==> src/rtl/moving_average_filter.sv <==
// moving_average_filter
//   Boxcar average of the last TAPS accepted DW-bit unsigned samples.
//   One averaged output per accepted input, one cycle after acceptance.
//   Synchronous active-low reset_n; synchronous active-high flush.
//
//   Build option:
//     MAVG_ROUND_EN  defined   -> Dout = floor((S + floor(TAPS/2)) / TAPS)  (round half up)
//                    undefined -> Dout = floor(S / TAPS)                    (truncate)
//
//   Before the window has filled, missing history counts as zero, so early
//   averages are biased low. The primed flag tells downstream when the
//   window holds TAPS real samples.

module moving_average_filter #(
  parameter int DW   = 8,
  parameter int TAPS = 3
) (
  input  logic          CLK,
  input  logic          reset_n,
  input  logic          in_valid,
  input  logic [DW-1:0] Din,
  input  logic          flush,
  output logic          out_valid,
  output logic [DW-1:0] Dout,
  output logic          primed
);

  // Running-sum width; TAPS*(2^DW-1) always fits.
  localparam int SW = DW + $clog2(TAPS);
  // Fill-counter width; must be able to hold the value TAPS itself.
  localparam int CW = $clog2(TAPS + 1);
  localparam logic [CW-1:0] TAPS_C = CW'(TAPS);

  logic [DW-1:0] hist [TAPS];
  logic [SW-1:0] sum;
  logic [SW-1:0] sum_next;
  logic [CW-1:0] fill_cnt;
  logic [CW-1:0] fill_next;
  logic          sum_upd;
  logic [DW-1:0] avg;
  logic          accept;

  // Reset and flush both override the handshake; a sample in that cycle is lost.
  assign accept = reset_n && !flush && in_valid;

  // The oldest sample is always already counted in sum, so the subtract cannot underflow.
  assign sum_next = sum + SW'(Din) - SW'(hist[TAPS-1]);

  // Fill counter saturates at TAPS.
  assign fill_next = (fill_cnt == TAPS_C) ? fill_cnt : fill_cnt + CW'(1);

`ifdef MAVG_ROUND_EN
  localparam logic [SW:0] TAPS_V = (SW+1)'(TAPS);
  localparam logic [SW:0] HALF_V = (SW+1)'(TAPS / 2);
  logic [SW:0] sum_rnd;

  // One extra bit so adding the half-divisor cannot wrap at full scale.
  assign sum_rnd = {1'b0, sum} + HALF_V;
  assign avg     = DW'(sum_rnd / TAPS_V);
`else
  localparam logic [SW-1:0] TAPS_V = SW'(TAPS);

  assign avg = DW'(sum / TAPS_V);
`endif

  // Delay line: newest sample enters at index 0, oldest leaves from TAPS-1.
  always_ff @(posedge CLK) begin
    if (!reset_n || flush) begin
      for (int i = 0; i < TAPS; i++) hist[i] <= '0;
    end else if (in_valid) begin
      hist[0] <= Din;
      for (int i = 1; i < TAPS; i++) hist[i] <= hist[i-1];
    end
  end

  // Running sum, fill counter and primed flag advance only on accepted samples.
  always_ff @(posedge CLK) begin
    if (!reset_n || flush) begin
      sum      <= '0;
      fill_cnt <= '0;
      primed   <= 1'b0;
    end else if (accept) begin
      sum      <= sum_next;
      fill_cnt <= fill_next;
      primed   <= (fill_next == TAPS_C);
    end
  end

  // Marks that sum changed on this edge, so the next edge publishes a new average.
  always_ff @(posedge CLK) begin
    if (!reset_n || flush) begin
      sum_upd <= 1'b0;
    end else begin
      sum_upd <= in_valid;
    end
  end

  // Output register: flush cancels an in-flight result but leaves Dout alone; reset zeroes it.
  always_ff @(posedge CLK) begin
    if (!reset_n) begin
      Dout      <= '0;
      out_valid <= 1'b0;
    end else if (flush) begin
      out_valid <= 1'b0;
    end else begin
      out_valid <= sum_upd;
      if (sum_upd) Dout <= avg;
    end
  end

endmodule

==> config.mk <==
export PLATFORM = sky130hd
export DESIGN_NAME = moving_average_filter
export DESIGN_NICKNAME = d
export VERILOG_FILES = /design/src/rtl/moving_average_filter.sv
export SDC_FILE = /design/constraint.sdc
export NUM_CORES = 1
export LEC_CHECK = 0
export CORE_MARGIN = 2
export CORE_UTILIZATION = 50
export CTS_BUF_LIST = sky130_fd_sc_hd__clkbuf_16
export DETAILED_ROUTE_END_ITERATION = 12
export HOLD_SLACK_MARGIN = 0.12
export PLACE_DENSITY = 0.69
export SLEW_MARGIN = 25
export SYNTH_ARGS = -nofsm -noshare
export SYNTH_HDL_FRONTEND = slang
export SYNTH_SLANG_ARGS = --single-unit
==> constraint.sdc <==
create_clock -name CLK -period 4.4 [get_ports CLK]
set_input_delay 1.1 -clock CLK [delete_from_list [all_inputs] [get_ports CLK]]
set_output_delay 1.1 -clock CLK [all_outputs]
set_load 0.005 [all_outputs]
==> impl_metrics.tcl <==
set metrics [dict create \
    cp_data_arrival_time_ns 4.31 \
    filler_cell_count 611 \
    initial_antenna_violation_count 0 \
    final-setup-viol-count 0 \
    cts_sinks 47 \
    worst-r2r-setup-slack_ns 0.27 \
    yosys_most_used_dff "sky130_fd_sc_hd__edfxtp_1" \
    placementRows 30 \
    fin_crit_sh 0.939 \
    clock_tree_root "sky130_fd_sc_hd__clkbuf_16" \
    finish.utilization 0.604 \
    gpl.final_weighted_congestion 0.903 \
    regToRegStartpoint "sum[8]" \
    detailedPlacementHpwl_um 5930 \
    worst_ir_drop_vdd_uv 184 \
    r2r.worst_path.cells 14 \
    via_count 3097 \
    die_width_um 88.9 \
    setup_tns_ns 0 \
    flow.area_growth_from_synthesis_pct 15.1 \
    max-cap-violations 0 \
    effective_utilization_at_floorplan 0.525 \
    path_delay_family "simple AND/OR/NAND/NOR gates" \
    most_frequent_cells_in_the_layout "sky130_fd_sc_hd__nor2_1 (41), sky130_fd_sc_hd__inv_1 (35), sky130_fd_sc_hd__o21ai_0 (26)" \
    timing.critical_path.from_type "flop" \
    synth_area_leader_cell "sky130_fd_sc_hd__edfxtp_1" \
    crit_buf_inv 1 \
    slowest_delay_ns 0.55 \
    number_of_buffers_inserted_by_post_cts_setup_repair 0 \
    diodes 0 \
    pin_count_of_the_biggest_net_entering_global_routing 31 \
    total_die_area_um2 7900 \
    detail_route.vias_per_cell 5.78 \
    classification_of_the_worst_slack_hold_path "flop to flop" \
    mean_cell_area_of_the_mapped_netlist_um2 8.58 \
    slew_violations 0 \
    postSynth.asyncResetShare 0 \
    netlist_area_um2 3600 \
    finClkSkew_ns 0.00308 \
    die_y_um 88.9 \
    nets 471 \
    count_of_distinct_cell_types_in_the_synthesized_netlist 79 \
    cts.path.max_buffers 2 \
    synth-edff-count 24 \
    num_io_pins 22 \
    dr.first_iter.drc_count 168 \
    post_synth_inst_count 420 \
    worst_hold_path.num_cells 2 \
    grt_pass1_wl_um 13600 \
    tightest_slew_ns 0.825 \
    drt-wirelength-per-cell_um 15.1 \
    grt_setup_unrepaired "no" \
    crit_chain "ha_1 -> buf_4 -> or2_4 -> mux2i_1 -> a21oi_1 -> a22oi_2 -> nor2_1 -> nor4_2 -> o21ai_0 -> ha_1 -> nand2b_1 -> o32a_1 -> or4_1 -> o31a_1" \
    run_status "finished clean" \
    layout.cells.most_common "sky130_fd_sc_hd__nor2_1" \
    synthesis.yosys.warnings 0 \
    max_freq_mhz 242 \
    synthTopCellsByArea "sky130_fd_sc_hd__edfxtp_1 (20%), sky130_fd_sc_hd__dfxtp_1 (13%), sky130_fd_sc_hd__fa_1 (4.4%), sky130_fd_sc_hd__nor2_1 (4.3%), sky130_fd_sc_hd__ha_1 (4.2%)" \
    cts_tree "built" \
    final_antenna_net_count 0 \
    totalWireLength_um 8090 \
    track_usage 0.219 \
    power_density_nw_per_um2 365 \
    area_share_of_the_largest_cell_type_after_synthesis 0.200 \
    synth-seq-area-share 0.328 \
    hold-path-endpoint "Dout[7]" \
    rr_endpoint "Dout[1]" \
    cts.clk_slew.worst_paths_ns 0.07 \
    placement.io_buffers 21 \
    timing.critical_path.fanout_max 20 \
    drive_gt1_frac 0.109 \
    critPathCaptureType "flop" \
    timing.final.hold_violations 0 \
    ys_ff_latch 47 \
    worstPathRequired_ns 4.58 \
    first_global_vias 2854 \
    finalWorstPathRequiredPeriod_ns 4.13 \
    crit_path_frequent_cell "sky130_fd_sc_hd__ha_1" \
    worst_slew_margin_rel 0.448 \
    remaining_routing_drc_violations 0 \
    core_box_area_um2 6870 \
    p_leak_nw 1.67 \
    htree_num_levels 2 \
    critical_path_class "flop to flop" \
    slowest_stage "sky130_fd_sc_hd__or4_1" \
    hp-start "Dout[7]" \
    synth.net_count 452 \
    drtPass1Iterations 5 \
    cts_buffers 5 \
    clk-insertion-delay-late_ns 0.28 \
    globalRoute.totalOverflow 0 \
]
-- state kept, by name, summed over array words and instances (netlist names) --
signal / count
sum: 10
out_valid: 1
hist: 24
sum_upd: 1
Dout: 8
primed: 1
fill_cnt: 2
-- logic make-up after synthesis --
logic type / count (synthesis) / share of synthesized area
DFF: 47 / 0.328
AOI/OAI and AO/OA: 115 / 0.223
and+or+nand+nor: 148 / 0.224
buffers and inverters: 66 / 0.0771
adders and majority gates: 20 / 0.0861
muxes: 11 / 0.0309
xor gates and xnor gates: 13 / 0.0316
-- metrics by stage --
stage / total power, mW / setup slack (ns) / cell area [µm²] / hold slack, ns / cells
3_5_place_dp: 1.07 / 0.117 / 3940 / 0.468 / 528
6_report: 1.51 / 0.268 / 4150 / 0.474 / 536
2_1_floorplan: 0.936 / 0.501 / 3600 / 0.457 / 420
5_1_grt: 1.60 / 0.00365 / 4150 / 0.493 / 536
3_3_place_gp: 1.06 / 0.219 / 3940 / 0.459 / 528
4_1_cts: 1.51 / 0.205 / 4110 / 0.476 / 536
-- where the power goes --
part | switching (mW) | total [mW] | internal (mW)
Sequential | 0.0271 | 0.509 | 0.482
Clock | 0.167 | 0.435 | 0.268
Combinational | 0.315 | 0.570 | 0.255
-- area by class of cell --
| class | count | area (µm²) | share of cell area |
|---|---|---|---|
| clock buffer | 5 | 125 | 0.0302 |
| clock inverter | 3 | 42.5 | 0.0103 |
| timing repair buffer | 40 | 353 | 0.0851 |
| tap | 96 | 120 | 0.0290 |
| sequential | 47 | 1180 | 0.285 |
| inverter | 38 | 143 | 0.0344 |
| multi-input combinational | 307 | 2180 | 0.526 |
-- tightest hold or removal path, delay by kind of cell, from the launching register on --
| kind | cells | cell delay [ns] |
|---|---|---|
| simple gates | 1 | 0.05 |
| compound gates | 1 | 0.06 |
| flops | 1 | 0.31 |
-- worst max-delay path by stage --
stage	startpoint	end	slack, ns	depth (start not counted)
floorplan	sum[8]	Dout[1]	0.50	15
global placement	Din[1]	sum[9]	0.22	15
detailed placement	Din[1]	sum[9]	0.12	15
CTS	sum[8]	Dout[1]	0.20	15
global route	sum[8]	Dout[0]	0.004	16
finish	sum[8]	Dout[1]	0.27	14
-- what timing repair did --
action                                  in CTS  in global routing
endpoints found under the hold margin        0                  0
endpoints found under the setup margin       0                  2
gates resized for setup                      0                  7
hold buffers                                 0                  0
-- synth_stat cells, drive strengths merged, types with 7 or more instances --
cell / n
xnor2: 8
nand3: 7
o21ai: 27
ha: 12
buf: 13
dfxtp: 23
fa: 8
inv: 36
o211ai: 9
nor2: 41
mux2i: 10
a21oi: 23
and2: 22
nor3: 15
nand2b: 10
edfxtp: 24
nand2: 20
clkbuf: 15
-- per-layer routing --
layer  up-vias  GRT usage  share of wire
li1       1541          -              -
met1      1443      0.297           0.46
met2       101      0.377           0.47
met3        12     0.0286          0.056
met4         0     0.0455          0.012
met5         -          0              0
No activity file was read; power rests on OpenSTA's default activity.
